File: src/rtl/ps2_rx_fifo.sv
// PS/2 device->host receiver: input sync + deglitch, 11-bit frame deframing with
// parity/stop/timeout checks, and a show-ahead byte FIFO with a valid/ready read port.
module ps2_rx_fifo #(
  parameter int unsigned SYNC_STAGES    = 2,
  parameter int unsigned FILTER_LEN     = 8,
  parameter int unsigned TIMEOUT_CYCLES = 100000,
  parameter int unsigned FIFO_DEPTH     = 8
) (
  input  logic                             CLOCK_50,
  input  logic                             clr,
  input  logic                             PS2_CLK,
  input  logic                             PS2_DAT,
  output logic [7:0]                       q,
  output logic                             q_valid,
  input  logic                             q_ready,
  output logic [$clog2(FIFO_DEPTH+1)-1:0]  count,
  input  logic                             err_clr,
  output logic                             parity_err,
  output logic                             frame_err,
  output logic                             overflow
);

  localparam int unsigned CW = $clog2(FIFO_DEPTH + 1);
  localparam int unsigned AW = $clog2(FIFO_DEPTH);
  localparam int unsigned FW = $clog2(FILTER_LEN + 1);
  localparam int unsigned TW = $clog2(TIMEOUT_CYCLES + 1);

  typedef enum logic [1:0] {IDLE, DATA, PARITY, STOP} state_t;

  logic [SYNC_STAGES-1:0] clk_sync, dat_sync;
  logic                   clk_s, dat_s;
  logic                   filt_clk, fe;
  logic [FW-1:0]          filt_cnt;
  state_t                 state_q, state_d;
  logic [2:0]             bitcnt;
  logic [7:0]             shreg;
  logic                   parity_ok;
  logic [TW-1:0]          timer;
  logic                   push_c, perr_c, ferr_c, push_q;
  logic [7:0]             mem [FIFO_DEPTH];
  logic [AW-1:0]          wr_ptr, rd_ptr, rd_d;
  logic                   full_c, pop_c, push_ok_c, ovf_c;
  logic [CW-1:0]          count_d;
  logic [7:0]             head_d;

  assign clk_s = clk_sync[SYNC_STAGES-1];
  assign dat_s = dat_sync[SYNC_STAGES-1];

  // Pin synchronisers; idle PS/2 lines are high.
  always_ff @(posedge CLOCK_50) begin
    if (!clr) begin
      clk_sync <= '1;
      dat_sync <= '1;
    end else begin
      clk_sync <= {clk_sync[SYNC_STAGES-2:0], PS2_CLK};
      dat_sync <= {dat_sync[SYNC_STAGES-2:0], PS2_DAT};
    end
  end

  // Filtered clock follows clk_s only after FILTER_LEN consecutive differing samples.
  always_ff @(posedge CLOCK_50) begin
    if (!clr) begin
      filt_clk <= 1'b1;
      filt_cnt <= '0;
      fe       <= 1'b0;
    end else begin
      fe <= 1'b0;
      if (clk_s == filt_clk) begin
        filt_cnt <= '0;
      end else if (filt_cnt == FW'(FILTER_LEN - 1)) begin
        filt_clk <= clk_s;
        filt_cnt <= '0;
        fe       <= filt_clk;
      end else begin
        filt_cnt <= filt_cnt + FW'(1);
      end
    end
  end

  always_ff @(posedge CLOCK_50) begin
    if (!clr) state_q <= IDLE;
    else      state_q <= state_d;
  end

  // Frame FSM; an fe in the same cycle as the timeout wins.
  always_comb begin
    state_d = state_q;
    push_c  = 1'b0;
    perr_c  = 1'b0;
    ferr_c  = 1'b0;
    if (fe) begin
      case (state_q)
        IDLE:    if (!dat_s) state_d = DATA;
        DATA:    if (bitcnt == 3'd7) state_d = PARITY;
        PARITY:  state_d = STOP;
        STOP: begin
          state_d = IDLE;
          if (!dat_s)         ferr_c = 1'b1;
          else if (parity_ok) push_c = 1'b1;
          else                perr_c = 1'b1;
        end
        default: state_d = IDLE;
      endcase
    end else if (state_q != IDLE && timer == TW'(TIMEOUT_CYCLES)) begin
      state_d = IDLE;
      ferr_c  = 1'b1;
    end
  end

  always_ff @(posedge CLOCK_50) begin
    if (!clr) begin
      bitcnt    <= '0;
      shreg     <= '0;
      parity_ok <= 1'b0;
      push_q    <= 1'b0;
    end else begin
      push_q <= push_c;
      if (fe) begin
        case (state_q)
          IDLE:    bitcnt <= '0;
          DATA: begin
            shreg  <= {dat_s, shreg[7:1]};
            bitcnt <= bitcnt + 3'd1;
          end
          PARITY:  parity_ok <= ^{shreg, dat_s};
          default: ;
        endcase
      end
    end
  end

  always_ff @(posedge CLOCK_50) begin
    if (!clr || fe || state_q == IDLE) timer <= '0;
    else if (timer != TW'(TIMEOUT_CYCLES)) timer <= timer + TW'(1);
  end

  // FIFO next-state; head_d bypasses the write when the new byte becomes the head.
  always_comb begin
    full_c    = (count == CW'(FIFO_DEPTH));
    pop_c     = q_valid && q_ready;
    push_ok_c = push_q && (!full_c || pop_c);
    ovf_c     = push_q && full_c && !pop_c;
    rd_d      = pop_c ? rd_ptr + AW'(1) : rd_ptr;
    case ({push_ok_c, pop_c})
      2'b10:   count_d = count + CW'(1);
      2'b01:   count_d = count - CW'(1);
      default: count_d = count;
    endcase
    head_d = (push_ok_c && wr_ptr == rd_d) ? shreg : mem[rd_d];
  end

  always_ff @(posedge CLOCK_50) begin
    if (push_ok_c) mem[wr_ptr] <= shreg;
  end

  always_ff @(posedge CLOCK_50) begin
    if (!clr) begin
      wr_ptr  <= '0;
      rd_ptr  <= '0;
      count   <= '0;
      q       <= '0;
      q_valid <= 1'b0;
    end else begin
      if (push_ok_c) wr_ptr <= wr_ptr + AW'(1);
      rd_ptr  <= rd_d;
      count   <= count_d;
      q_valid <= (count_d != '0);
      q       <= (count_d != '0) ? head_d : 8'h00;
    end
  end

  // Sticky flags: a set event beats err_clr in the same cycle.
  always_ff @(posedge CLOCK_50) begin
    if (!clr) begin
      parity_err <= 1'b0;
      frame_err  <= 1'b0;
      overflow   <= 1'b0;
    end else begin
      parity_err <= perr_c | (parity_err & ~err_clr);
      frame_err  <= ferr_c | (frame_err & ~err_clr);
      overflow   <= ovf_c  | (overflow & ~err_clr);
    end
  end

endmodule
File: config.mk
export PLATFORM = sky130hd
export DESIGN_NAME = ps2_rx_fifo
export DESIGN_NICKNAME = d
export VERILOG_FILES = /design/src/rtl/ps2_rx_fifo.sv
export SDC_FILE = /design/constraint.sdc
export NUM_CORES = 1
export LEC_CHECK = 0
export ABC_AREA = 0
export BUFFER_PORTS_ARGS = -buffer_cell sky130_fd_sc_hd__buf_2
export CORE_MARGIN = 1.5
export CORE_UTILIZATION = 58
export CTS_CLUSTER_SIZE = 8
export DETAILED_ROUTE_END_ITERATION = 10
export HOLD_SLACK_MARGIN = 0.12
export PLACE_DENSITY = 0.78
export SETUP_SLACK_MARGIN = 0.4
export SYNTH_ARGS = -nofsm -noshare
export SYNTH_HDL_FRONTEND = slang
export SYNTH_SLANG_ARGS = --single-unit
File: constraint.sdc
create_clock -name CLOCK_50 -period 3.2 [get_ports CLOCK_50]
set_input_delay 0 -clock CLOCK_50 [delete_from_list [all_inputs] [get_ports CLOCK_50]]
set_output_delay 0 -clock CLOCK_50 [all_outputs]
set_load 0.01 [all_outputs]
# Yosys cells after proc, flatten, opt, wreduce, memory -nomap -nowiden

Memories as Yosys holds them, arrays and structs flattened. A register that Yosys moved wholly into a read port is not among the register bits.
Index checks and enable logic that the tools add are counted.

Flip-flop bits (word level): 56
Memories: 1
Logic and storage cells: 95
Memory bits (writable): 64
Input port bits: 6

Eq/ne operators: 13
Muxes and demuxes: 19
Add/sub/neg operators: 7
Bitwise gates (word level): 10
Reductions and logical operators: 27

Memory list:

| name | depth | bits a word | rd ports | clocked after Yosys merged registers in | wr ports | RTL line | text |
|---|---|---|---|---|---|---|---|
| mem  | 8     | 8           | 1        | 1                                       | 1        | 40       | `logic [7:0] mem [FIFO_DEPTH];` |

Operators by type and width:

| operator                                                              | count |
|---|---|
| 17-bit by 1-bit adder with 17-bit output, second input constant       | 1 |
| 17-bit equality test, second input constant                           | 1 |
| 17-bit inequality test, second input constant                         | 1 |
| 1-bit two-way mux                                                     | 11 |
| 2-bit AND reduction                                                   | 5 |
| 3-bit by 1-bit adder with 3-bit output, second input constant         | 3 |
| 9-bit parity                                                          | 1 |
| 4-bit by 1-bit adder with 4-bit output, second input constant         | 2 |
| 2-bit two-way mux                                                     | 4 |
| 2-bit one-hot mux with 4 select lines                                 | 1 |
| 4-bit one-hot mux with 2 select lines                                 | 1 |
| 2-bit equality test, second input constant                            | 3 |
| 3-bit inequality test, second input constant                          | 2 |
| 3-bit one-hot mux with 2 select lines                                 | 1 |
| 2-bit nonzero test                                                    | 3 |
| 3-bit OR reduction                                                    | 2 |
| 1-bit logical AND                                                     | 5 |
| 2-bit by 1-bit equality test with 1-bit output, second input constant | 2 |
| 4-bit by 3-bit equality test with 1-bit output, second input constant | 1 |
| 4-bit equality test, second input constant                            | 1 |
| 1-bit logical NOT                                                     | 4 |
| 1-bit inverter                                                        | 4 |
| 4-bit AND reduction                                                   | 1 |
| 4-bit nonzero test                                                    | 1 |
| other kinds (9)                                                       | 15 |

# Logic depth before layout (Yosys ltp)

Gate-level depths: netlist of run 1.

Depth in word-level cells: 9
Mapped depth: 10
Mapped depth without buffers: 8

# Least setup slack after synthesis of run 1

OpenSTA, ideal clock, no wires.

Path kind: register to register
From: register q_valid
To: register q[5], read port of mem
Clock period less this slack: 2.647 ns
Slack: 0.553 ns
Arrival time: 2.531 ns
Cell stages (with the launch flop): 11
Path through: dfxtp_1 -> and3b_1 -> clkbuf_1 -> xor2_1 -> ha_1 -> and4bb_1 -> nor2b_1 -> o32a_1 -> or4_4 -> buf_6 -> o211a_1

Longest elaborated chain between the ends: 8
Elaborated cells between the ends (all ways): 10
Those cells by class: eq/ne: 2; mux: 2; reduce/logical: 6

RTL lines:

| item                                                                                  | RTL line | text |
|---|---|---|
| from (decl)                                                                           | 14       | `output logic q_valid,` |
| from (signal assigned)                                                                | 167      | `q_valid <= (count_d != '0);` |
| 1-bit logical AND (*)                                                                 | 140      | `pop_c = q_valid && q_ready;` |
| 1-bit logical OR                                                                      | 141      | `push_ok_c = push_q && (!full_c \|\| pop_c);` |
| 1-bit logical AND                                                                     | 141      |  |
| 2-bit by 1-bit equality test with 1-bit output or 2-bit equality test (tied branches) | 144      | `case ({push_ok_c, pop_c})` |
| 4-bit one-hot mux with 2 select lines                                                 | 144      |  |
| 4-bit nonzero test                                                                    | 168      | `q <= (count_d != '0) ? head_d : 8'h00;` |
| 2-bit AND reduction (no line)                                                         | --       |  |
| 1-bit logical NOT (no line)                                                           | --       |  |
| to (decl)                                                                             | 13       | `output logic [7:0] q,` |

Every way passes the cells marked *; elsewhere a longest branch is shown, timed or not.
A chain may end at the register's enable or synchronous reset.

# Worst setup path after layout of run 1

From: register q_valid
To: register q[3], read port of mem

Same word-level chain as after synthesis.

==> impl_metrics.toml, run 1 <==
[routing]
finalWirelength_um = 10200
drc = 0
drt_iter0_drc = 150
vias_per_cell = 5.71
ant_nets = 0
first_pass_iters = 4
wire_per_inst_um = 17.2
num_vias = 3393

[timing]
layout_setup_ws_ns = 0.602
layout_worst_path_cycle_share = 0.812
finalHoldViolations = 0
fmaxAchievable_ghz = 0.385
slew_viol_final = 0
tightest_slew_ns = 0.829
final.setup_skew_ns = 0.0168
slew-limit-headroom = 0.442
timing.hold.ws_ns = 0.412
setup-violations-final = 0
setup_tns_ns = 0
rsz0062_at_grt = "false"
fin_crit_ns = 2.60

[place]
routabilityCongestion = 0.792
post-place-ws_ns = 0.518
portBuffers = 21
dpl_cell_area_sq_um = 5680
place_inst = 553
place_hpwl_um = 6300

[synthesis]
synth_top_family_by_area = "simple AND/OR/NAND/NOR gates"
synth_xor_area_frac = 0.0623
ys_seq_area_frac = 0.587
synth_flop_cell = "edfxtp_1"
synth.distinct_cells = 58
ys_warn_count = 0
syn_inst = 431
synth_compound_area_frac = 0.0704
syn_area_sq_um = 5460
synthTopCellsByArea = "edfxtp_1 (35%), dfxtp_1 (23%), xnor2_1 (3.0%)"
synth-edff-count = 64
async_flop_share = 0
syn_avg_cell_area_sq_um = 12.7
synth_adder_area_share = 0.0275
syn_nets = 449
synth_mux_area_frac = 0.0843
synth-seq-cells = 128
yosysTopAreaCell = "edfxtp_1"
synth_top_cell_area_share = 0.352
synthSimpleGateAreaFrac = 0.145

[clocking]
path_clk_slew_ns = 0.06
cts_setup_buffers = 0
cts_buffer_depth = 2
cts_root_buffer = "clkbuf_8"
numCtsBuffers = 17
cts_tree = "built"
htree_levels = 4
clock_latency_ns = 0.52
cts_sinks = 128

[setup_path]
r2r_cells = 8
cp.required_ns = 3.61
cp.arrival_ns = 3.01
cp-start-kind = "register"
worstSetupEndpointType = "register"
cpPeakStageDelay_ns = 0.61
path_buf_inv = 0
critical_path_class = "register to register"
rr_startpoint = "q_valid"
crit_family = "simple AND/OR/NAND/NOR gates"
path_cells = "and3b_2 -> xor2_1 -> ha_1 -> and4bb_1 -> nor2b_1 -> o32a_1 -> or4_4 -> o211a_1"
reg2reg_slack_ns = 0.60
cp_max_fo = 9
timing.rr.end = "q[3]"
crit_path_top_delay_cell = "or4_4"

[grt]
grt_pass1_wl_um = 16900
antenna_found_initial = 0
grt_usage = 0.227
grt_max_degree = 37
grt_pass1_vias = 3357
overflow = 0

[floorplan]
die_width_um = 100
row_count = 35
ios = 22
initial_core_util = 0.594
coreArea_sq_um = 9200
dieArea_sq_um = 10000
fp.dieH_um = 100

[outcome]
status = "complete, no violations"

[finish]
antennaDiodeCount = 0
drive_gt1_frac = 0.176
area_growth_pct = 17.6
final_area_sq_um = 6420
fillerInstances = 622
final_core_util = 0.698
ff_latch_area_sq_um = 3200
fin_cells = 594
multi_input_area_sq_um = 2140
fin_nets = 488

[min_path]
min_from = "dat_sync[0]"
hold_class = "register to register"
whs_path_depth = 1
hold_end = "dat_sync[1]"

[power_and_ir_drop]
powerDensity_nw_per_um2 = 594
ir_drop_uv = 428
p_leak_nw = 2.37
power_mw = 3.81

[flow_run]
cap_violations = 0
## timing repair
item                       CTS  global route
hold endpoints to repair    37             0
setup endpoints to repair    0             8
resized for setup            0             2
hold buffers                 9             0
## power breakdown
group          switching [mW]  leakage, nW  internal (mW)
sequential            0.00174         1.11           1.71
combinational          0.0126        0.944         0.0130
clock                   0.724        0.313           1.35
## cell usage after synthesis (3+ instances only)
cell      count
dfxtp_1      64
edfxtp_1     64
nand2_1      38
nor2_1       26
xnor2_1      19
nand2b_1     17
nand3_1      14
xor2_1       14
a21boi_0     12
clkbuf_1     12
ha_1         12
inv_1        11
and2_1       10
mux2i_1      10
nor3_1       10
mux2_2        8
o22ai_1       7
mux4_1        6
o21ai_0       6
a21oi_1       5
mux4_2        5
o211a_1       5
o311a_1       5
and3_1        4
buf_2         4
nor2b_1       4
nor4_1        3
## kinds of logic after synthesis
kind of cell,count (synthesis)
xor gates and xnor gates,35
AOI/OAI and AO/OA,51
muxes,29
DFF,128
and+or+nand+nor,147
buffers and inverters,29
adders and majority gates,12
## cells in the final DEF (no fill, tap or decap), types with 7 or more instances in the layout
| cell | Yosys | final |
|---|---|---|
| edfxtp_1 | 64 | 64 |
| dfxtp_1 | 64 | 63 |
| nand2_1 | 38 | 38 |
| nor2_1 | 26 | 26 |
| buf_2 | 4 | 21 |
| xnor2_1 | 19 | 18 |
| nand2b_1 | 17 | 17 |
| clkbuf_16 | 0 | 16 |
| xor2_1 | 14 | 14 |
| nand3_1 | 14 | 14 |
| a21boi_0 | 12 | 12 |
| ha_1 | 12 | 12 |
| inv_1 | 11 | 11 |
| nor3_1 | 10 | 10 |
| and2_1 | 10 | 10 |
| mux2i_1 | 10 | 10 |
| dlygate4sd3_1 | 0 | 9 |
| mux2_2 | 8 | 8 |
| buf_4 | 0 | 8 |
| o22ai_1 | 7 | 7 |
## cell type report
type                            count  share of cell area
Clock inverter                     15              0.0362
Clock buffer                       17              0.0645
Tap cell                          111              0.0216
Sequential cell                   128               0.499
Multi-Input combinational cell    274               0.333
Timing Repair Buffer               38              0.0397
Inverter                           11             0.00643
## layer usage
layer	up-vias	global-route usage	routed length, um
li1	1652	-	-
met1	1655	0.271	4330
met2	72	0.396	5310
met3	14	0.0592	421
met4	0	0.0845	156
met5	-	0	0
## worst max-delay path by stage
stage                  from    to  slack [ns]  cells after the start
floorplan           q_valid  q[5]        0.55                     10
global placement    q_valid  q[5]        0.64                      8
detailed placement  q_valid  q[5]        0.52                      8
CTS                 q_valid  q[3]        0.48                      8
global route        q_valid  q[3]        0.45                      8
finish              q_valid  q[3]        0.60                      8
## registers in the layout (all words and copies together) (netlist names), 3 cells and up
name	cells
timer	17
filt_cnt	4
rd_ptr	3
wr_ptr	3
mem	64
count	4
q	8
bitcnt	3
shreg	8
Power figures use the tool's default switching activity.
==> run 2: changes to the inputs <==
ABC_AREA = 1   (was 0)
CORE_UTILIZATION = 55   (was 58)
PLACE_DENSITY = 0.77   (was 0.78)
clock period = 2.3 ns   (was 3.2 ns; I/O delays follow)
==> impl_metrics.toml, run 2 <==
[finish]
largest_reg_flops = 64
top_register = "mem"
fin_nets = 704
antennaDiodeCount = 0
drive_gt1_frac = 0.195
reg_top3 = "mem: 64 flops, timer: 17 flops"
final_common_cell = "nand2_1"
final_cell_mix = "nand2_1 (143), inv_1 (66), edfxtp_1 (64)"
final_area_sq_um = 6850
area_growth_pct = 21.2
final_core_util = 0.695

[outcome]
status = "complete, no violations"

[setup_path]
critical_path_class = "register to register"
cp.arrival_ns = 2.36
cp.required_ns = 2.75
critPathLaunch = "rd_ptr[0]"
reg2reg_slack_ns = 0.39
r2r_cells = 11
worstSetupEndpointType = "register"
cp-start-kind = "register"
rr_startpoint = "rd_ptr[0]"
cp_max_fo = 4

[synthesis]
synth-seq-cells = 128
synth_flop_cell = "edfxtp_1"
syn_inst = 625
ys_warn_count = 0
syn_area_sq_um = 5650
synth_top_cell_area_share = 0.340
synth_common_cells = "nand2_1 (149), inv_1 (69), dfxtp_1 (64), edfxtp_1 (64)"
synth.most_common_cell = "nand2_1"
syn_avg_cell_area_sq_um = 9.04
async_flop_share = 0
ys_seq_area_frac = 0.567
syn_nets = 643
synth-edff-count = 64
synthTopCellsByArea = "edfxtp_1 (34%), dfxtp_1 (23%), nand2_1 (9.9%)"
synth.distinct_cells = 41
yosysTopAreaCell = "edfxtp_1"

[grt]
grt_pass1_vias = 4363
grt_max_degree = 22
grt_usage = 0.240
antenna_found_initial = 0
grt_pass1_wl_um = 20400
overflow = 0

[clocking]
cts_sinks = 128
htree_levels = 4
cts_root_buffer = "clkbuf_8"
cts_buffer_depth = 2
numCtsBuffers = 17
path_clk_slew_ns = 0.06
cts_tree = "built"
clock_latency_ns = 0.52

[routing]
vias_per_cell = 5.43
first_pass_iters = 5
ant_nets = 0
num_vias = 4521
finalWirelength_um = 13200
drc = 0
drt_iter0_drc = 434
wire_per_inst_um = 15.8

[timing]
finalHoldViolations = 0
slew_viol_final = 0
tightest_slew_ns = 0.650
setup_tns_ns = 0
rsz0062_at_grt = "true"
fin_crit_ns = 1.91
layout_worst_path_cycle_share = 0.832
final.setup_skew_ns = 0.0143
layout_setup_ws_ns = 0.387
slew-limit-headroom = 0.566
fmaxAchievable_ghz = 0.523
setup-violations-final = 0

[power_and_ir_drop]
powerDensity_nw_per_um2 = 929
p_leak_nw = 2.91
ir_drop_uv = 506

[place]
dpl_cell_area_sq_um = 5980
post-place-ws_ns = 0.244
place_hpwl_um = 8350
portBuffers = 21
routabilityCongestion = 0.913

[min_path]
hold_class = "input port to register"
whs_path_depth = 3
min_from = "PS2_CLK"

[floorplan]
fp.dieH_um = 104
row_count = 36
ios = 22
coreArea_sq_um = 9860
die_width_um = 104
dieArea_sq_um = 10900
initial_core_util = 0.573

[flow_run]
cap_violations = 0
[run 2: routing by layer]
metal,wire length [um],GRT usage,up-vias
li1,-,-,2195
met1,5240,0.282,2123
met2,6770,0.424,170
met3,790,0.0526,33
met4,371,0.0982,0
met5,0,0,-
[run 2: repair_timing]
| item | CTS | global route |
|---|---|---|
| hold endpoints to repair | 31 | 0 |
| setup buffers | 5 | 9 |
| cloned | 0 | 1 |
| pin swaps | 3 | 14 |
| endpoints found under the setup margin | 9 | 19 |
| hold buffers | 5 | 0 |
| resized for setup | 5 | 28 |
[run 2: worst max-delay path: stages (launching register included)]
cell and delay, ns:
dfxtp_2 0.34, ha_2 0.31, inv_1 0.06, o21ai_4 0.18, nor2_2 0.07, nor3_4 0.26, buf_4 0.15, buf_4 0.10
nand3_1 0.10, nand2_1 0.13, inv_2 0.06, a21oi_2 0.09
[run 2: stage by stage]
step	total power, mW	instances	hold slack, ns
2_1_floorplan	3.22	625	0.107
3_3_place_gp	3.46	780	0.187
3_5_place_dp	3.49	780	0.189
4_1_cts	6.27	822	0.182
5_1_grt	6.59	832	0.213
6_report	6.37	832	0.208
[run 2: power breakdown]
group | total (mW) | internal [mW] | switching (mW)
combinational | 1.14 | 0.399 | 0.737
sequential | 2.53 | 2.47 | 0.0611
clock | 2.70 | 1.73 | 0.973
[run 2: cells by family (layout without fill, tap and decap cells)]
logic type / after synthesis / after routing / synth area share
buffers and inverters: 89 / 162 / 0.0642
flip-flops: 128 / 128 / 0.567
XOR/XNOR: 11 / 11 / 0.0170
AO/OA/AOI/OAI: 78 / 78 / 0.0768
AND/OR/NAND/NOR: 307 / 308 / 0.249
adder cells (fa/ha/maj): 12 / 12 / 0.0266
[run 2: final timing paths]
check                                    to
worst max-delay path                   q[5]
worst min-delay path            clk_sync[0]
worst max register to register         q[5]
worst min register to register  clk_sync[1]
[run 2: area by class of cell]
type,count,area (sq um)
Sequential cell,128,3210
Fill cell,676,3010
Multi-Input combinational cell,409,2170
Clock buffer,21,492
Timing Repair Buffer,58,407
Inverter,72,285
Tap cell,133,166
Clock inverter,11,125
